`config.mk`:
```
export PLATFORM = sky130hd
export DESIGN_NAME = proc_pkt_arbiter_flat
export DESIGN_NICKNAME = d
export VERILOG_FILES = /design/src/rtl/proc_pkt_arbiter_if.sv /design/src/rtl/proc_pkt_arbiter.sv /design/src/flat_wrapper.sv
export SDC_FILE = /design/constraint.sdc
export NUM_CORES = 1
export LEC_CHECK = 0
export ABC_AREA = 0
export CORE_AREA = 2 2 254 256
export DETAILED_ROUTE_END_ITERATION = 8
export DIE_AREA = 0 0 256 258
export HOLD_SLACK_MARGIN = 0.06
export SLEW_MARGIN = 20
export SYNTH_ARGS = -nofsm -noshare
export SYNTH_HDL_FRONTEND = slang
export SYNTH_SLANG_ARGS = --single-unit
```
`constraint.sdc`:
```
create_clock -name clk -period 4.4 [get_ports clk]
set_clock_uncertainty 0.05 [all_clocks]
set_input_delay 0.88 -clock clk [delete_from_list [all_inputs] [get_ports clk]]
set_output_delay 0.88 -clock clk [all_outputs]
set_load 0.02 [all_outputs]
```
`src/rtl/proc_pkt_arbiter_if.sv`:
```
// Packet bundle between processor-side channels, the arbiter and the GLB port.
// The arbiter connects through the slave modport; the driving environment uses master.
interface proc_pkt_arbiter_if #(
  parameter int NUM_CH          = 4,
  parameter int BANK_DATA_WIDTH = 64,
  parameter int GLB_ADDR_WIDTH  = 22,
  parameter int MAX_OUTSTANDING = 8
);
  localparam int CW = $clog2(MAX_OUTSTANDING + 1);

  logic [NUM_CH-1:0]                     ch_req_valid;
  logic [NUM_CH-1:0]                     ch_req_ready;
  logic [NUM_CH-1:0]                     ch_req_wr;
  logic [NUM_CH*GLB_ADDR_WIDTH-1:0]      ch_req_addr;
  logic [NUM_CH*BANK_DATA_WIDTH/8-1:0]   ch_req_strb;
  logic [NUM_CH*BANK_DATA_WIDTH-1:0]     ch_req_data;
  logic [BANK_DATA_WIDTH-1:0]            ch_rd_data;
  logic [NUM_CH-1:0]                     ch_rd_data_valid;
  logic                                  wr_en;
  logic [BANK_DATA_WIDTH/8-1:0]          wr_strb;
  logic [GLB_ADDR_WIDTH-1:0]             wr_addr;
  logic [BANK_DATA_WIDTH-1:0]            wr_data;
  logic                                  rd_en;
  logic [GLB_ADDR_WIDTH-1:0]             rd_addr;
  logic [BANK_DATA_WIDTH-1:0]            rd_data;
  logic                                  rd_data_valid;
  logic [CW-1:0]                         rd_outstanding;
  logic                                  err_unexpected_rd;

  modport slave (
    input  ch_req_valid, ch_req_wr, ch_req_addr, ch_req_strb, ch_req_data,
    input  rd_data, rd_data_valid,
    output ch_req_ready, ch_rd_data, ch_rd_data_valid,
    output wr_en, wr_strb, wr_addr, wr_data, rd_en, rd_addr,
    output rd_outstanding, err_unexpected_rd
  );

  modport master (
    output ch_req_valid, ch_req_wr, ch_req_addr, ch_req_strb, ch_req_data,
    output rd_data, rd_data_valid,
    input  ch_req_ready, ch_rd_data, ch_rd_data_valid,
    input  wr_en, wr_strb, wr_addr, wr_data, rd_en, rd_addr,
    input  rd_outstanding, err_unexpected_rd
  );
endinterface

```
`src/rtl/proc_pkt_arbiter.sv`:
```
// Round-robin front end merging NUM_CH processor request channels onto one GLB
// packet port; an in-order tag FIFO steers each read response back to its issuer.
module proc_pkt_arbiter #(
  parameter int NUM_CH          = 4,
  parameter int BANK_DATA_WIDTH = 64,
  parameter int GLB_ADDR_WIDTH  = 22,
  parameter int MAX_OUTSTANDING = 8
) (
  input  logic              clk,
  input  logic              reset_n,
  proc_pkt_arbiter_if.slave pkt_if
);
  localparam int IW = (NUM_CH > 1) ? $clog2(NUM_CH) : 1;
  localparam int PW = (MAX_OUTSTANDING > 1) ? $clog2(MAX_OUTSTANDING) : 1;
  localparam int CW = $clog2(MAX_OUTSTANDING + 1);
  localparam int SW = BANK_DATA_WIDTH / 8;
  localparam int AW = GLB_ADDR_WIDTH;
  localparam int DW = BANK_DATA_WIDTH;

  // Index arithmetic modulo NUM_CH, which need not be a power of two.
  function automatic logic [IW-1:0] wrap_add(input logic [IW-1:0] base, input int unsigned off);
    int unsigned sum;
    int unsigned wrapped;
    sum     = 32'(base) + off;
    wrapped = (sum >= 32'(NUM_CH)) ? (sum - 32'(NUM_CH)) : sum;
    return wrapped[IW-1:0];
  endfunction

  logic [NUM_CH-1:0] elig_s;
  logic [NUM_CH-1:0] grant_s;
  logic              gnt_any_s;
  logic [IW-1:0]     gnt_idx_s;
  logic [IW-1:0]     cand_s;
  logic              sel_wr_s;
  logic [AW-1:0]     sel_addr_s;
  logic [SW-1:0]     sel_strb_s;
  logic [DW-1:0]     sel_data_s;
  logic              full_s;
  logic              empty_s;
  logic              push_s;
  logic              pop_s;
  logic              unexp_s;
  logic [IW-1:0]     pop_tag_s;
  logic [NUM_CH-1:0] rsp_onehot_s;

  logic [IW-1:0]     rr_ptr_q;
  logic              wr_en_q;
  logic [SW-1:0]     wr_strb_q;
  logic [AW-1:0]     wr_addr_q;
  logic [DW-1:0]     wr_data_q;
  logic              rd_en_q;
  logic [AW-1:0]     rd_addr_q;
  logic [DW-1:0]     ch_rd_data_q;
  logic [NUM_CH-1:0] ch_rd_data_valid_q;
  logic [CW-1:0]     cnt_q;
  logic              err_q;
  logic [PW-1:0]     wr_ptr_q;
  logic [PW-1:0]     rd_ptr_q;
  logic [IW-1:0]     tag_mem_q [MAX_OUTSTANDING];

  // Eligibility uses the registered count, so a full FIFO masks reads even in a pop cycle.
  assign full_s  = (cnt_q == CW'(MAX_OUTSTANDING));
  assign empty_s = (cnt_q == {CW{1'b0}});
  assign elig_s  = pkt_if.ch_req_valid & (pkt_if.ch_req_wr | {NUM_CH{~full_s}}) & {NUM_CH{reset_n}};

  // Round-robin search starting at rr_ptr_q; first eligible channel wins.
  always_comb begin
    gnt_any_s = 1'b0;
    gnt_idx_s = '0;
    cand_s    = '0;
    grant_s   = '0;
    for (int k = 0; k < NUM_CH; k++) begin
      cand_s = wrap_add(rr_ptr_q, 32'(k));
      if (!gnt_any_s && elig_s[cand_s]) begin
        gnt_any_s = 1'b1;
        gnt_idx_s = cand_s;
      end else begin
        gnt_any_s = gnt_any_s;
      end
    end
    if (gnt_any_s) begin
      grant_s[gnt_idx_s] = 1'b1;
    end else begin
      grant_s = '0;
    end
  end

  assign sel_wr_s   = pkt_if.ch_req_wr[gnt_idx_s];
  assign sel_addr_s = pkt_if.ch_req_addr[gnt_idx_s*AW +: AW];
  assign sel_strb_s = pkt_if.ch_req_strb[gnt_idx_s*SW +: SW];
  assign sel_data_s = pkt_if.ch_req_data[gnt_idx_s*DW +: DW];

  assign push_s    = gnt_any_s & ~sel_wr_s;
  assign pop_s     = pkt_if.rd_data_valid & ~empty_s;
  assign unexp_s   = pkt_if.rd_data_valid & empty_s;
  assign pop_tag_s = tag_mem_q[rd_ptr_q];

  // One-hot response steering for the channel at the head of the tag FIFO.
  always_comb begin
    rsp_onehot_s = '0;
    if (pop_s) begin
      rsp_onehot_s[pop_tag_s] = 1'b1;
    end else begin
      rsp_onehot_s = '0;
    end
  end

  // Main state: GLB packet registers, response registers, pointers and counters.
  always_ff @(posedge clk) begin
    if (!reset_n) begin
      rr_ptr_q           <= '0;
      wr_en_q            <= 1'b0;
      wr_strb_q          <= '0;
      wr_addr_q          <= '0;
      wr_data_q          <= '0;
      rd_en_q            <= 1'b0;
      rd_addr_q          <= '0;
      ch_rd_data_q       <= '0;
      ch_rd_data_valid_q <= '0;
      cnt_q              <= '0;
      err_q              <= 1'b0;
      wr_ptr_q           <= '0;
      rd_ptr_q           <= '0;
    end else begin
      wr_en_q            <= gnt_any_s & sel_wr_s;
      rd_en_q            <= push_s;
      ch_rd_data_valid_q <= rsp_onehot_s;
      if (gnt_any_s) begin
        rr_ptr_q <= wrap_add(gnt_idx_s, 32'd1);
      end
      if (gnt_any_s && sel_wr_s) begin
        wr_strb_q <= sel_strb_s;
        wr_addr_q <= sel_addr_s;
        wr_data_q <= sel_data_s;
      end
      if (push_s) begin
        rd_addr_q <= sel_addr_s;
        wr_ptr_q  <= wr_ptr_q + PW'(1);
      end
      if (pop_s) begin
        ch_rd_data_q <= pkt_if.rd_data;
        rd_ptr_q     <= rd_ptr_q + PW'(1);
      end
      case ({push_s, pop_s})
        2'b10:   cnt_q <= cnt_q + CW'(1);
        2'b01:   cnt_q <= cnt_q - CW'(1);
        default: cnt_q <= cnt_q;
      endcase
      if (unexp_s) begin
        err_q <= 1'b1;
      end
    end
  end

  // Tag storage needs no reset: only entries below the count are ever read.
  always_ff @(posedge clk) begin
    if (push_s) begin
      tag_mem_q[wr_ptr_q] <= gnt_idx_s;
    end
  end

  assign pkt_if.ch_req_ready      = grant_s;
  assign pkt_if.wr_en             = wr_en_q;
  assign pkt_if.wr_strb           = wr_strb_q;
  assign pkt_if.wr_addr           = wr_addr_q;
  assign pkt_if.wr_data           = wr_data_q;
  assign pkt_if.rd_en             = rd_en_q;
  assign pkt_if.rd_addr           = rd_addr_q;
  assign pkt_if.ch_rd_data        = ch_rd_data_q;
  assign pkt_if.ch_rd_data_valid  = ch_rd_data_valid_q;
  assign pkt_if.rd_outstanding    = cnt_q;
  assign pkt_if.err_unexpected_rd = err_q;
endmodule

```
`src/flat_wrapper.sv`:
```
// flat-port wrapper written by rule: the top's interface ports become plain ports
module proc_pkt_arbiter_flat 
#(
  parameter int NUM_CH          = 4,
  parameter int BANK_DATA_WIDTH = 64,
  parameter int GLB_ADDR_WIDTH  = 22,
  parameter int MAX_OUTSTANDING = 8
)
  (clk, reset_n, pkt_if_ch_req_valid, pkt_if_ch_req_wr, pkt_if_ch_req_addr, pkt_if_ch_req_strb, pkt_if_ch_req_data, pkt_if_rd_data, pkt_if_rd_data_valid, pkt_if_ch_req_ready, pkt_if_ch_rd_data, pkt_if_ch_rd_data_valid, pkt_if_wr_en, pkt_if_wr_strb, pkt_if_wr_addr, pkt_if_wr_data, pkt_if_rd_en, pkt_if_rd_addr, pkt_if_rd_outstanding, pkt_if_err_unexpected_rd);
  proc_pkt_arbiter_if #(.NUM_CH(NUM_CH), .BANK_DATA_WIDTH(BANK_DATA_WIDTH), .GLB_ADDR_WIDTH(GLB_ADDR_WIDTH), .MAX_OUTSTANDING(MAX_OUTSTANDING)) pkt_if_i ();
  input  logic clk;
  input  logic reset_n;
  input wire logic [$bits(pkt_if_i.ch_req_valid)-1:0] pkt_if_ch_req_valid;
  input wire logic [$bits(pkt_if_i.ch_req_wr)-1:0] pkt_if_ch_req_wr;
  input wire logic [$bits(pkt_if_i.ch_req_addr)-1:0] pkt_if_ch_req_addr;
  input wire logic [$bits(pkt_if_i.ch_req_strb)-1:0] pkt_if_ch_req_strb;
  input wire logic [$bits(pkt_if_i.ch_req_data)-1:0] pkt_if_ch_req_data;
  input wire logic [$bits(pkt_if_i.rd_data)-1:0] pkt_if_rd_data;
  input wire logic [$bits(pkt_if_i.rd_data_valid)-1:0] pkt_if_rd_data_valid;
  output wire logic [$bits(pkt_if_i.ch_req_ready)-1:0] pkt_if_ch_req_ready;
  output wire logic [$bits(pkt_if_i.ch_rd_data)-1:0] pkt_if_ch_rd_data;
  output wire logic [$bits(pkt_if_i.ch_rd_data_valid)-1:0] pkt_if_ch_rd_data_valid;
  output wire logic [$bits(pkt_if_i.wr_en)-1:0] pkt_if_wr_en;
  output wire logic [$bits(pkt_if_i.wr_strb)-1:0] pkt_if_wr_strb;
  output wire logic [$bits(pkt_if_i.wr_addr)-1:0] pkt_if_wr_addr;
  output wire logic [$bits(pkt_if_i.wr_data)-1:0] pkt_if_wr_data;
  output wire logic [$bits(pkt_if_i.rd_en)-1:0] pkt_if_rd_en;
  output wire logic [$bits(pkt_if_i.rd_addr)-1:0] pkt_if_rd_addr;
  output wire logic [$bits(pkt_if_i.rd_outstanding)-1:0] pkt_if_rd_outstanding;
  output wire logic [$bits(pkt_if_i.err_unexpected_rd)-1:0] pkt_if_err_unexpected_rd;
  assign pkt_if_i.ch_req_valid = pkt_if_ch_req_valid;
  assign pkt_if_i.ch_req_wr = pkt_if_ch_req_wr;
  assign pkt_if_i.ch_req_addr = pkt_if_ch_req_addr;
  assign pkt_if_i.ch_req_strb = pkt_if_ch_req_strb;
  assign pkt_if_i.ch_req_data = pkt_if_ch_req_data;
  assign pkt_if_i.rd_data = pkt_if_rd_data;
  assign pkt_if_i.rd_data_valid = pkt_if_rd_data_valid;
  assign pkt_if_ch_req_ready = pkt_if_i.ch_req_ready;
  assign pkt_if_ch_rd_data = pkt_if_i.ch_rd_data;
  assign pkt_if_ch_rd_data_valid = pkt_if_i.ch_rd_data_valid;
  assign pkt_if_wr_en = pkt_if_i.wr_en;
  assign pkt_if_wr_strb = pkt_if_i.wr_strb;
  assign pkt_if_wr_addr = pkt_if_i.wr_addr;
  assign pkt_if_wr_data = pkt_if_i.wr_data;
  assign pkt_if_rd_en = pkt_if_i.rd_en;
  assign pkt_if_rd_addr = pkt_if_i.rd_addr;
  assign pkt_if_rd_outstanding = pkt_if_i.rd_outstanding;
  assign pkt_if_err_unexpected_rd = pkt_if_i.err_unexpected_rd;
  proc_pkt_arbiter #(.NUM_CH(NUM_CH), .BANK_DATA_WIDTH(BANK_DATA_WIDTH), .GLB_ADDR_WIDTH(GLB_ADDR_WIDTH), .MAX_OUTSTANDING(MAX_OUTSTANDING)) u_core (.clk(clk), .reset_n(reset_n), .pkt_if(pkt_if_i));
endmodule
```
======== Yosys cells after proc, flatten, opt, wreduce, memory -nomap -nowiden ========
Memory sizes are Yosys's and may differ from the RTL's. A register that Yosys moved wholly into a read port is not among the register bits.
Index checks and enable logic that the tools add are counted.
operators by class
  add/sub/neg operators ................... 13
  multipliers ............................. 1
  div/mod/pow operators ................... 0
  order comparisons ....................... 13
  eq/ne operators ......................... 3
  shift-type cells ........................ 3
  multiplexer cells ....................... 33
  bitwise operators ....................... 10
  reduce and logical (&&, ||, !) cells .... 12
operator list
  cell                                                  count
  indexed part select 256 x 9 -> 64 bit                 1
  indexed part select 88 x 8 -> 22 bit                  1
  indexed part select 32 x 6 -> 8 bit                   1
  < comparator 2 x 3 -> 1 bit (second input constant)   6
  two-way mux 2 bit                                     9
  two-way mux 1 bit                                     13
  >= comparator 3 bit (second input constant)           4
  binary-select mux 1 bit (select 2 bit)                5
  subtractor 2 x 1 -> 2 bit (second input constant)     5
  bitwise AND 4 bit                                     2
  case mux 4 bit (2 select lines)                       1
  adder 2 x 1 -> 3 bit (second input constant)          2
  adder 2 x 2 -> 3 bit (second input constant)          2
  adder 3 x 1 -> 3 bit (second input constant)          2
  logical AND 1 bit                                     6
  multiplier 2 x 4 -> 6 bit (second input constant)     1
  two-way mux 3 bit                                     2
  adder 4 x 1 -> 4 bit (second input constant)          1
  bitwise AND 1 bit                                     4
  demux 1 bit (select 2 bit)                            2
  == test 4 bit (second input constant)                 1
  >= comparator 2 x 1 -> 1 bit (second input constant)  2
  zero test 4 bit                                       1
  two-way mux 4 bit                                     1
  other kinds (9)                                       13
word-level totals
  bits in registers ....................... 199
  latch bits .............................. 0
  memory bits (writable) .................. 16
  bits in read-only memories .............. 0
  output and inout bits ................... 195
  memories kept ........................... 1
memories
  memory            words  bits a word  rd ports  clocked after Yosys merged registers in  wr ports  RTL line                text
  u_core.tag_mem_q  8      2            1         1                                        1         proc_pkt_arbiter.sv:59  logic [IW-1:0] tag_mem_q [MAX_OUTSTANDING];

======== Logic depth before layout (Yosys ltp) ========
Gate-level depths: netlist (run 1).
  word-level depth ........................ 23
  mapped depth ............................ 16
  mapped depth without buffers ............ 14

======== Worst setup path before layout (run 1) ========
No wires, ideal clock.
  path type ............................... input -> register
  start point ............................. input reset_n
  end point ............................... register u_core.cnt_q[2] (netlist: u_core.pkt_if.rd_outstanding[2])
  setup time .............................. 0.070 ns
  arrival time ............................ 4.029 ns
  data required time ...................... 4.280 ns
  slack ................................... 0.250 ns
  cell stages on the path ................. 15
  cell sequence ........................... buf_2 nand2_1 a2111oi_0 o31a_2 o211ai_1 o22ai_2 inv_2 buf_2 ha_1 xor2_1 ha_1 a21oi_1 xor2_1 or3_1 a21oi_1
between the ends
  cells in the longest elaborated chain, start to end .. 19
  elaborated cells on any way between the ends .. 31
  classes of those cells .................. eq/ne: 2; mux: 19; bitwise: 3; reduce/logical: 7
ends and longest elaborated chain
  item                                                                          RTL line                 text
  from (decl)                                                                   flat_wrapper.sv:12       input logic reset_n;
  bitwise AND 4 bit                                                             proc_pkt_arbiter.sv:64   assign elig_s = pkt_if.ch_req_valid & (pkt_if.ch_req_wr | {NUM_CH{~full_s}}) & {NUM_CH{reset_n}};
  binary-select mux 1 bit (select 2 bit)                                        proc_pkt_arbiter.sv:74   if (!gnt_any_s && elig_s[cand_s]) begin
  two-way mux 1 bit (not written as such)                                       proc_pkt_arbiter.sv:74
  two-way mux 1 bit                                                             proc_pkt_arbiter.sv:74
  zero test 1 bit                                                               proc_pkt_arbiter.sv:74
  logical AND 1 bit                                                             proc_pkt_arbiter.sv:74
  two-way mux 1 bit                                                             proc_pkt_arbiter.sv:74
  zero test 1 bit                                                               proc_pkt_arbiter.sv:74
  [... 3 more ...]                                                              n/a
  logical AND 1 bit                                                             proc_pkt_arbiter.sv:74
  two-way mux 2 bit                                                             proc_pkt_arbiter.sv:74
  binary-select mux 1 bit (select 2 bit)                                        proc_pkt_arbiter.sv:88   assign sel_wr_s = pkt_if.ch_req_wr[gnt_idx_s];
  two-way mux 1 bit (not written as such)                                       proc_pkt_arbiter.sv:88
  inverter 1 bit                                                                proc_pkt_arbiter.sv:93   assign push_s = gnt_any_s & ~sel_wr_s;
  bitwise AND 1 bit                                                             proc_pkt_arbiter.sv:93
  == test 2 x 1 -> 1 bit / == test 2 bit (equally long branches)                proc_pkt_arbiter.sv:144  case ({push_s, pop_s})
  case mux 4 bit (2 select lines) / nonzero test 2 bit (equally long branches)  n/a
  to (signal assigned)                                                          proc_pkt_arbiter.sv:145  2'b10: cnt_q <= cnt_q + CW'(1);
  to (signal assigned)                                                          proc_pkt_arbiter.sv:146  2'b01: cnt_q <= cnt_q - CW'(1);
  to (signal assigned)                                                          proc_pkt_arbiter.sv:147  default: cnt_q <= cnt_q;
  to (decl)                                                                     proc_pkt_arbiter.sv:55   logic [CW-1:0] cnt_q;
Parallel ways exist; a longest one is shown, timed or not. The select of a mux whose other input is x is not followed.
A chain may end at the register's enable or synchronous reset.

======== Worst setup path in the final report (run 1) ========
  start point ............................. input reset_n
  end point ............................... output pkt_if_ch_req_ready[2]
between the ends
  cells in the longest elaborated chain, start to end .. 18
  elaborated cells on any way between the ends .. 29
  classes of those cells .................. order compare: 2; mux: 19; bitwise: 1; reduce/logical: 7
ends and longest elaborated chain
  item                                                                                                      RTL line                text
  bitwise AND 4 bit (*)                                                                                     proc_pkt_arbiter.sv:64
  binary-select mux 1 bit (select 2 bit)                                                                    proc_pkt_arbiter.sv:74
  two-way mux 1 bit (not written as such)                                                                   proc_pkt_arbiter.sv:74
  two-way mux 1 bit                                                                                         proc_pkt_arbiter.sv:74
  zero test 1 bit                                                                                           proc_pkt_arbiter.sv:74
  logical AND 1 bit                                                                                         proc_pkt_arbiter.sv:74
  two-way mux 1 bit                                                                                         proc_pkt_arbiter.sv:74
  zero test 1 bit                                                                                           proc_pkt_arbiter.sv:74
  [... 2 more ...]                                                                                          n/a
  zero test 1 bit                                                                                           proc_pkt_arbiter.sv:74
  logical AND 1 bit                                                                                         proc_pkt_arbiter.sv:74
  two-way mux 2 bit                                                                                         proc_pkt_arbiter.sv:74
  < comparator 2 x 3 -> 1 bit (not written as such) / >= comparator 2 x 1 -> 1 bit (equally long branches)  proc_pkt_arbiter.sv:82  grant_s[gnt_idx_s] = 1'b1;
  logical AND 1 bit (not written as such)                                                                   proc_pkt_arbiter.sv:82
  two-way mux 1 bit (not written as such)                                                                   proc_pkt_arbiter.sv:82
  demux 1 bit (select 2 bit)                                                                                n/a
  two-way mux 4 bit (*)                                                                                     proc_pkt_arbiter.sv:81  if (gnt_any_s) begin
  to (decl)                                                                                                 flat_wrapper.sv:20      output wire logic [$bits(pkt_if_i.ch_req_ready)-1:0] pkt_if_ch_req_ready;
Every way passes the cells marked *; elsewhere a longest branch is shown, timed or not. The select of a mux whose other input is x is not followed.

==> results by stage, run 1 <==
Critical path:
- The beginning of the critical path is reset_n.
- Counting cells, the worst reg-to-reg path comes to 10.
- The critical path capture point is pkt_if_ch_req_ready[2].
- The startpoint type of the worst setup path is an input pin.
- The worst reg-to-reg setup slack is slightly above 0.6 ns.
- The maximum fanout count along the critical path is 5.
- The endpoint identified for the worst register-to-register timing path is u_core.pkt_if.wr_data[63].
- The type of element capturing the critical path is a primary output.
- The reg-to-reg startpoint is u_core.pkt_if.rd_outstanding[0].
- Data on the critical path is required at its endpoint by around 3.5 ns.
- The kind of critical path is in -> out.
- Data on the critical path arrives at its endpoint at approximately 3.4 ns.

Synthesis:
- The register bit total from synthesis is between 200 and 250.
- The net count after synthesis is 1825.
- In the synthesized netlist the dominant register cell turns out to be sky130_fd_sc_hd__dfxtp_1.
- Counting instances in the post-synthesis netlist gives the leading cell types as 329 x sky130_fd_sc_hd__nand2_1, 263 x sky130_fd_sc_hd__a21oi_1, 202 x sky130_fd_sc_hd__dfxtp_1.
- The fraction of registers with async set or reset after synthesis is 0%.
- Counting distinct cell types in the post-synthesis netlist gives 52.
- The synthesized design devotes to its leading area cell type between 30% and 40% of total area.
- The number of synthesis warnings is 0.
- By area the synthesized netlist is led by sky130_fd_sc_hd__dfxtp_1 37%, sky130_fd_sc_hd__a21oi_1 12%, sky130_fd_sc_hd__nand2_1 11%, sky130_fd_sc_hd__mux2i_1 6.9%, sky130_fd_sc_hd__a221o_1 6.7%.
- The proportion of synthesized chip area in sequential cells is a little over two fifths.
- The cell type with the largest total area after synthesis is sky130_fd_sc_hd__dfxtp_1.
- Synthesis handed over a netlist of ~1400 instances.
- sky130_fd_sc_hd__nand2_1 is the most common cell in the netlist.
- The number of enable-type register cells in the synthesized netlist is 16.
- After synthesis the cells add up to 10800 µm².
- A synthesized cell averages around 7.9 µm².

STA:
- The final period demand of the worst path is approximately 4.3 ns.
- The accumulated negative setup slack is 0 ns.
- The maximum achievable frequency is ~230 MHz.
- The total setup violations reported at the end of the flow is 0.
- The count of final max-slew check failures is 0.
- At the pin with the least slew margin, the transition time is between 0.7 and 0.8 ns.
- The final number of hold-violating endpoints is 0.
- Setup repair after global routing could not meet its margin everywhere.
- After layout, the worst path uses between 90% and 100% of the clock period.
- The headroom to the max-slew limit is a little under half.
- The worst hold slack is 0.401 ns.

CTS:
- Clock-pin slew was measured on the worst setup and hold paths at about 0.060 ns.
- The number of levels in the clock H-tree is 1.
- The tree is rooted in a sky130_fd_sc_hd__clkbuf_16.
- The worst-case clock buffer depth is 3.
- The total CTS buffers is 28.
- The CTS tree is done.
- The clock sink total is around 220.
- Buffers inserted to repair hold after CTS numbered 0.
- The later-pin clock latency in the skew report is around 0.57 ns.

Placed design:
- Once detailed placement completed, the half-perimeter wirelength came to 37000 µm.
- The post-placement cell area is 18300 µm².
- The congestion estimate from routability-driven global placement came to ~0.94.
- Once placement completed, the tool counted placed cells totaling 2788.
- The total of buffers placed on input and output ports is about 650.

Drt:
- The routed layout has around 13000 vias.
- The sum of routed wire length over all layers is around 50000 µm.
- Dividing the detail-routed wire length by the instance count gives 17.2 µm.
- In the routed design, unresolved DRC markers number 0.
- The via count normalized by instance count is about 4.4.
- Before antenna repair, the detailed router went through 6 iterations.
- The count of nets left with antenna violations once routing finished came out at 0.
- After the first detailed-routing iteration, the DRC count stood at around 770.

Global routing:
- The final global-route overflow total is 0.
- The number of antenna violations at the first check in global routing is 3.
- For this run, the total global-route usage over all layers was measured as between 10% and 20%.
- The first global-routing pass estimated 72600 µm of wire.
- Entering global routing, the biggest net connects 123 pins.
- The via count of the first global-routing pass is between 10000 and 15000.

Flow run:
- The number of violations of the max-capacitance limit is 0.

Floorplanning:
- Row generation in the floorplan step produced between 90 and 100 rows.
- The floorplan core area is 63600 µm².
- The die area is about 66000 µm².
- The die width is about 260 µm.
- The initial core utilization is roughly 17%.
- During I/O placement, the number of pins put on the boundary was between 600 and 700.
- The die outline height is roughly 260 µm.

Power and ir drop:
- The net switching share of the total power is roughly two fifths.
- Combinational logic burns between 40 and 50% of the power.
- The net switching component of the power is around 3.7 mW.
- The maximum vdd ir drop is ~0.00025 V.
- The power share of the sequential group is between 20% and 30%.
- The power density over the cells is 493 nW/µm².
- The clock network is responsible for between 20 and 30% of the overall power.
- Summed over all cells, the static leakage comes to slightly below 7 nW.
- The internal power of the cells totals between 5 and 6 mW.

Final layout:
- For this run, the number of standard cells in the final layout without fillers is between 2000 and 3000.
- The proportion of layout cells with a drive suffix above 1 is between 6 and 7%.
- After the last flow step, the layout net total stands at between 2000 and 2500.
- The cell area after layout is 19400 µm².
- The signed area change from the synthesized netlist to the final layout is 79.0%.

Status:
- The flow ran to the end, and the final reports show no timing, DRC or antenna violations.

Min path:
- The class of the most critical hold timing path is reg -> reg.
sequential cells by signal, indices dropped and copies added (netlist names), named ones only:
name                             flops
u_core.pkt_if.ch_rd_data            64
u_core.pkt_if.ch_rd_data_valid       4
u_core.pkt_if.err_unexpected_rd      1
u_core.pkt_if.rd_addr               22
u_core.pkt_if.rd_en                  1
u_core.pkt_if.rd_outstanding         4
u_core.pkt_if.wr_addr               22
u_core.pkt_if.wr_data               64
u_core.pkt_if.wr_en                  1
u_core.pkt_if.wr_strb                8
u_core.rd_ptr_q                      3
u_core.rr_ptr_q                      2
u_core.tag_mem_q                    16
u_core.wr_ptr_q                      3
worst min-delay path by stage:
stage               slack (ns)                           end                         start  cells after the start
detailed placement        0.40      u_core.pkt_if.wr_data[3]      u_core.pkt_if.wr_data[3]                      2
global placement          0.39   u_core.pkt_if.ch_rd_data[5]   u_core.pkt_if.ch_rd_data[5]                      2
CTS                       0.40      u_core.pkt_if.wr_strb[1]      u_core.pkt_if.wr_strb[1]                      2
floorplan                 0.40                      register            u_core.rd_ptr_q[1]                      2
finish                    0.40  u_core.pkt_if.ch_rd_data[63]  u_core.pkt_if.ch_rd_data[63]                      2
global route              0.42      u_core.pkt_if.wr_data[3]      u_core.pkt_if.wr_data[3]                      2
what timing repair did:
item / CTS / global route
buffers inserted: 1 / 2
endpoints found under the setup margin: 4 / 4
gates resized for setup: 5 / 7
pin swaps: 1 / 0
cell usage in the layout, fill, tap and decap left out, types with 3 or more instances in the layout:
cell type,count
sky130_fd_sc_hd__clkbuf_16,28
sky130_fd_sc_hd__mux4_2,4
sky130_fd_sc_hd__clkinvlp_4,4
sky130_fd_sc_hd__nor2b_1,3
sky130_fd_sc_hd__mux2i_1,75
sky130_fd_sc_hd__or3_1,4
sky130_fd_sc_hd__a221o_1,72
sky130_fd_sc_hd__a21oi_1,261
sky130_fd_sc_hd__nand3_1,113
sky130_fd_sc_hd__bufinv_16,5
sky130_fd_sc_hd__inv_1,27
sky130_fd_sc_hd__o21ai_0,26
sky130_fd_sc_hd__nor3_1,3
sky130_fd_sc_hd__buf_4,39
sky130_fd_sc_hd__clkbuf_8,3
sky130_fd_sc_hd__dfxtp_1,201
sky130_fd_sc_hd__o211ai_1,25
sky130_fd_sc_hd__clkdlybuf4s50_1,644
sky130_fd_sc_hd__nor2_1,20
sky130_fd_sc_hd__clkinv_2,3
sky130_fd_sc_hd__edfxtp_1,16
sky130_fd_sc_hd__clkinv_1,4
sky130_fd_sc_hd__inv_2,5
sky130_fd_sc_hd__ha_1,9
sky130_fd_sc_hd__xor2_1,5
sky130_fd_sc_hd__and2_1,4
sky130_fd_sc_hd__nand2b_1,3
sky130_fd_sc_hd__buf_12,7
sky130_fd_sc_hd__nand2_1,329
worst max-delay path, cell delays in order:
cell and delay, ns:
sky130_fd_sc_hd__clkdlybuf4s50_1 0.60, sky130_fd_sc_hd__nand2_1 0.19, sky130_fd_sc_hd__a2111o_1 0.45, sky130_fd_sc_hd__o21ai_2 0.13, sky130_fd_sc_hd__nor3_4 0.09, sky130_fd_sc_hd__inv_2 0.13
sky130_fd_sc_hd__ha_1 0.15, sky130_fd_sc_hd__and2_1 0.16, sky130_fd_sc_hd__clkdlybuf4s50_1 0.62
metrics by stage:
step,total power [mW],utilization [%],setup slack [ns]
3_5_place_dp,7.13,28.7,0.0220
2_1_floorplan,5.10,-,0.250
6_report,9.56,30.4,0.0776
5_1_grt,10.1,30.4,-0.0105
4_1_cts,9.70,30.4,0.00965
3_3_place_gp,7.08,28.7,0.0259
metal layers:
layer	wire length (µm)	part of all wire, %	GRT usage (%)	vias up
met5	0	0	0	-
met4	1660	3.4	5.12	0
met2	23800	49	24.4	570
met3	3940	8.0	3.80	83
li1	-	-	-	6044
met1	19600	40	16.1	5860
logic make-up after synthesis:
logic type / Yosys count / share of synthesized area, %
AOI/OAI and AO/OA: 411 / 23.9
xor gates and xnor gates: 5 / 0.404
adders and majority gates: 9 / 1.04
buffers and inverters: 153 / 5.84
DFF: 218 / 41.8
muxes: 81 / 7.97
and+or+nand+nor: 488 / 19.1
power by group through the flow:
stage	Sequential [mW]	Combinational, mW	Clock [mW]
floorplan	3.25	1.84	0
global placement	2.78	4.30	0
detailed placement	2.80	4.33	0
CTS	2.76	4.36	2.57
global route	2.82	4.66	2.65
finish	2.76	4.33	2.48
layout make-up:
cell class | count | area (µm²)
fillers | 6694 | 44300
repair buffers | 691 | 6890
multi-input cells | 994 | 5750
flip-flops and latches | 218 | 4530
well taps | 855 | 1070
clock buffers | 31 | 742
clock inverters | 20 | 267
inverters | 33 | 129
diodes | 2 | 5.00
No activity file was read; power rests on OpenSTA's default activity.
==> run 2, diff against run 1 <==
--- a/config.mk
+++ b/config.mk
@@ -10,6 +10,7 @@
 export DETAILED_ROUTE_END_ITERATION = 8
 export DIE_AREA = 0 0 256 258
 export HOLD_SLACK_MARGIN = 0.06
+export MAX_ROUTING_LAYER = met4
 export SLEW_MARGIN = 20
 export SYNTH_ARGS = -nofsm -noshare
 export SYNTH_HDL_FRONTEND = slang
==> constraint.sdc (replaced) <==
create_clock -name clk -period 3.7 [get_ports clk]
set_clock_uncertainty 0.05 [all_clocks]
set_input_delay 0.74 -clock clk [delete_from_list [all_inputs] [get_ports clk]]
set_output_delay 0.74 -clock clk [all_outputs]
set_load 0.02 [all_outputs]
==> run 2 against run 1 <==
  * The flow now finishes with violations (DRC)
  * Critical path type unchanged
  * Critical endpoint unchanged
  * Wire length grew 2.2%
  * Clock-buffer cell count grew 10
  * Die area is the same
==> results by stage, run 2 (same netlist as run 1, synthesis figures left out) <==
CTS:
- For this design, the sink count on the clock tree is 218.
- After clock tree synthesis, the clock-pin slew on the worst setup and hold paths is around 0.050 ns.
- The number of levels in the clock H-tree is 1.
- The worst-case clock buffer depth is 3.
- The total CTS buffers is 27.
- The later-pin clock latency in the skew report is about 0.57 ns.
- The tree is rooted in a sky130_fd_sc_hd__clkbuf_16.
- The CTS tree is done.

Drt:
- The routed design has between 50000 and 60000 µm of wire.
- The count of nets left with antenna violations after detail routing is 0.
- In the routed design, unresolved DRC markers number 6.
- The detailed router finished its first iteration with between 700 and 800 violations.
- The via count normalized by instance count is 4.38.
- The pre-antenna-repair detailed-routing pass consisted of 9 iterations.
- The routed length per instance is approximately 17 µm.
- The count of vias placed by the detailed router is between 10000 and 15000.

Critical path:
- The maximum fanout count along the critical path is 12.
- On the critical path, the stage with the largest delay is an instance of sky130_fd_sc_hd__clkdlybuf4s50_1.
- The worst stage delay on the critical path is between 0.5 and 0.6 ns.
- The cell family with the largest share of critical-path delay is buffers and inverters.
- The cell repeated most along the worst path is sky130_fd_sc_hd__buf_12.
- Counting both buffers and inverters, the worst setup path holds a total of 4.
- The critical path goes through clkdlybuf4s50_1 > o311a_4 > a32o_2 > nor3_4 > inv_4 > buf_12 > ha_2 > and2_4 > buf_12.
- The data arrival at the endpoint of the critical path is roughly 2.8 ns.
- The worst reg-to-reg setup slack is around 0.27 ns.
- At the worst endpoint, the required time is between 2 and 3 ns.
- The startpoint type of the worst setup path is an input pin.
- The worst setup path is captured at a primary output.
- The worst setup path is of the in -> out kind.

STA:
- Measured against its own limit, the worst slew margin works out to roughly a third.
- The worst hold slack is between 0.4 and 0.5 ns.
- For the pin with the worst max-slew slack, the measured transition is ~0.99 ns.
- The accumulated negative setup slack is 0 ns.
- Based on the critical path, the design can be clocked at up to about 280 MHz.
- The total setup violations reported at the end of the flow is 0.
- The final period demand of the worst path is roughly 3.6 ns.
- The final number of hold-violating endpoints is 0.
- Setup repair after global routing could not meet its margin everywhere.
- The count of final max-slew check failures is 0.
- The final worst-path cycle share is approximately 100%.

Placed design:
- The placer congestion estimate is roughly 0.92.
- The number of placed instances with taps included is 2821.
- The estimated wirelength of the detail-placed design is 38300 µm.
- Buffers placed on the I/O ports in this run total 645.
- The post-placement cell area is 18600 µm².

Status:
- The flow ran to the end, but the final reports show violations.
- The checks that failed: DRC.

Final layout:
- Leaving out fill and tap cells, the most frequent cells in the layout are 641 x sky130_fd_sc_hd__clkdlybuf4s50_1, 329 x sky130_fd_sc_hd__nand2_1, 263 x sky130_fd_sc_hd__a21oi_1.
- The cell area after layout is a little under 20000 µm².
- The area growth from synthesis to layout is 82.1%.
- The filler cell count is between 6000 and 7000.
- In the final layout, the share of cells above drive strength 1 is under 10%.
- The count of nets after finishing is about 2500.
- The count of cells in the finished layout, fillers not included, comes to between 2000 and 3000.
- The commonest non-fill, non-tap cell in the layout is sky130_fd_sc_hd__clkdlybuf4s50_1.

Floorplanning:
- The initial core utilization is 17.0%.
- The die outline height is between 200 and 300 µm.
- The number of top-level pins is between 600 and 700.
- The number of rows in the core area is between 90 and 100.
- The total area inside the core boundary comes to between 60000 and 70000 µm².
- The floorplan step defined a die boundary enclosing ~66000 µm².
- The die width is approximately 260 µm.

Global routing:
- The largest net degree at the start of global routing is roughly 100.
- The via count of the first global-routing pass was between 10000 and 15000.
- The first global-routing pass estimated ~74000 µm of wire.
- The number of antenna violations at the first check in global routing was 4.
- In the global route stage, overall resource usage came out at roughly 15%.
- The final global-route overflow total is 0.

Power and ir drop:
- The net switching share of the total power is 38.2%.
- The total internal power is 7.09 mW.
- The design draws roughly 11 mW.
- In this run the static leakage power is approximately 7.0 nW.
- The share of total power in the clock network is between 20% and 30%.
- The maximum vdd ir drop is ~0.00037 V.
- The net switching component of the power is around 4.4 mW.
- The power share of the sequential group is ~28%.
- The share of total power in combinational logic is between 40% and 50%.
- The power density over the cells is 581 nW/µm².

Min path:
- The path class of the tightest hold or removal check is reg -> reg.

Flow run:
- The number of violations of the max-capacitance limit is 0.
[run 2: cell count changes in the layout (fill, tap and decap cells not counted), moves of 3 or more]
| cell | change |
|---|---|
| sky130_fd_sc_hd__buf_12 | +5 |
| sky130_fd_sc_hd__clkbuf_8 | +4 |
| sky130_fd_sc_hd__buf_2 | +3 |
| sky130_fd_sc_hd__ha_1 | -3 |
| sky130_fd_sc_hd__buf_6 | +5 |
| sky130_fd_sc_hd__clkbuf_1 | +7 |
| sky130_fd_sc_hd__clkinv_1 | -4 |
| sky130_fd_sc_hd__clkdlybuf4s50_1 | -3 |
| sky130_fd_sc_hd__buf_4 | +29 |
[run 2: metal layers]
metal / routed length, µm / up-vias / global-route usage, %
met5: 0 / - / -
met4: 1990 / 0 / 5.56
met3: 3850 / 74 / 4.04
met2: 24000 / 546 / 24.4
met1: 20200 / 5889 / 16.9
li1: - / 6128 / -
[run 2: cell type report]
class | count | area (µm²) | share of cell area, %
repair buffers | 730 | 7260 | 36.8
multi-input cells | 994 | 5780 | 29.3
flip-flops and latches | 218 | 4530 | 23.0
well taps | 855 | 1070 | 5.43
clock buffers | 41 | 798 | 4.05
clock inverters | 9 | 140 | 0.711
inverters | 33 | 131 | 0.666
diodes | 3 | 7.51 | 0.0381
[run 2: through the flow]
stage	worst slack, ns	utilization, %
5_1_grt	-0.0113	31.0
2_1_floorplan	0.0296	-
3_3_place_gp	-0.409	29.2
3_5_place_dp	-0.395	29.2
4_1_cts	0.00484	30.9
6_report	0.0963	31.0
[run 2: tightest hold or removal path: cells and delay by family, from the launching register on]
kind | cells | cell delay (ns)
AO/OA/AOI/OAI | 1 | 0.05
AND/OR/NAND/NOR | 1 | 0.05
flip-flops | 1 | 0.30
[run 2: final timing paths]
path / startpoint / end / cells past startpoint
worst max register to register: u_core.pkt_if.rd_outstanding[0] / u_core.pkt_if.rd_outstanding[3] / 15
worst min-delay path: u_core.pkt_if.wr_data[51] / u_core.pkt_if.wr_data[51] / 2
worst max-delay path: pkt_if_ch_req_wr[2] / pkt_if_ch_req_ready[2] / 9
worst min register to register: u_core.pkt_if.wr_data[51] / u_core.pkt_if.wr_data[51] / 2
[run 2: repair_timing]
action / 4_1_cts / 5_1_grt
buffers inserted: 6 / 2
gates cloned: 0 / 1
setup endpoints to repair: 4 / 79
pin swaps: 6 / 3
hold buffers: 0 / 0
resized for setup: 28 / 9
[run 2: power groups by stage]
stage          registers (mW)  logic, mW  clock network, mW
2_1_floorplan            3.87       2.21                  0
3_3_place_gp             3.27       5.33                  0
3_5_place_dp             3.29       5.38                  0
4_1_cts                  3.25       5.45               2.88
5_1_grt                  3.31       5.87               2.99
6_report                 3.24       5.44               2.78
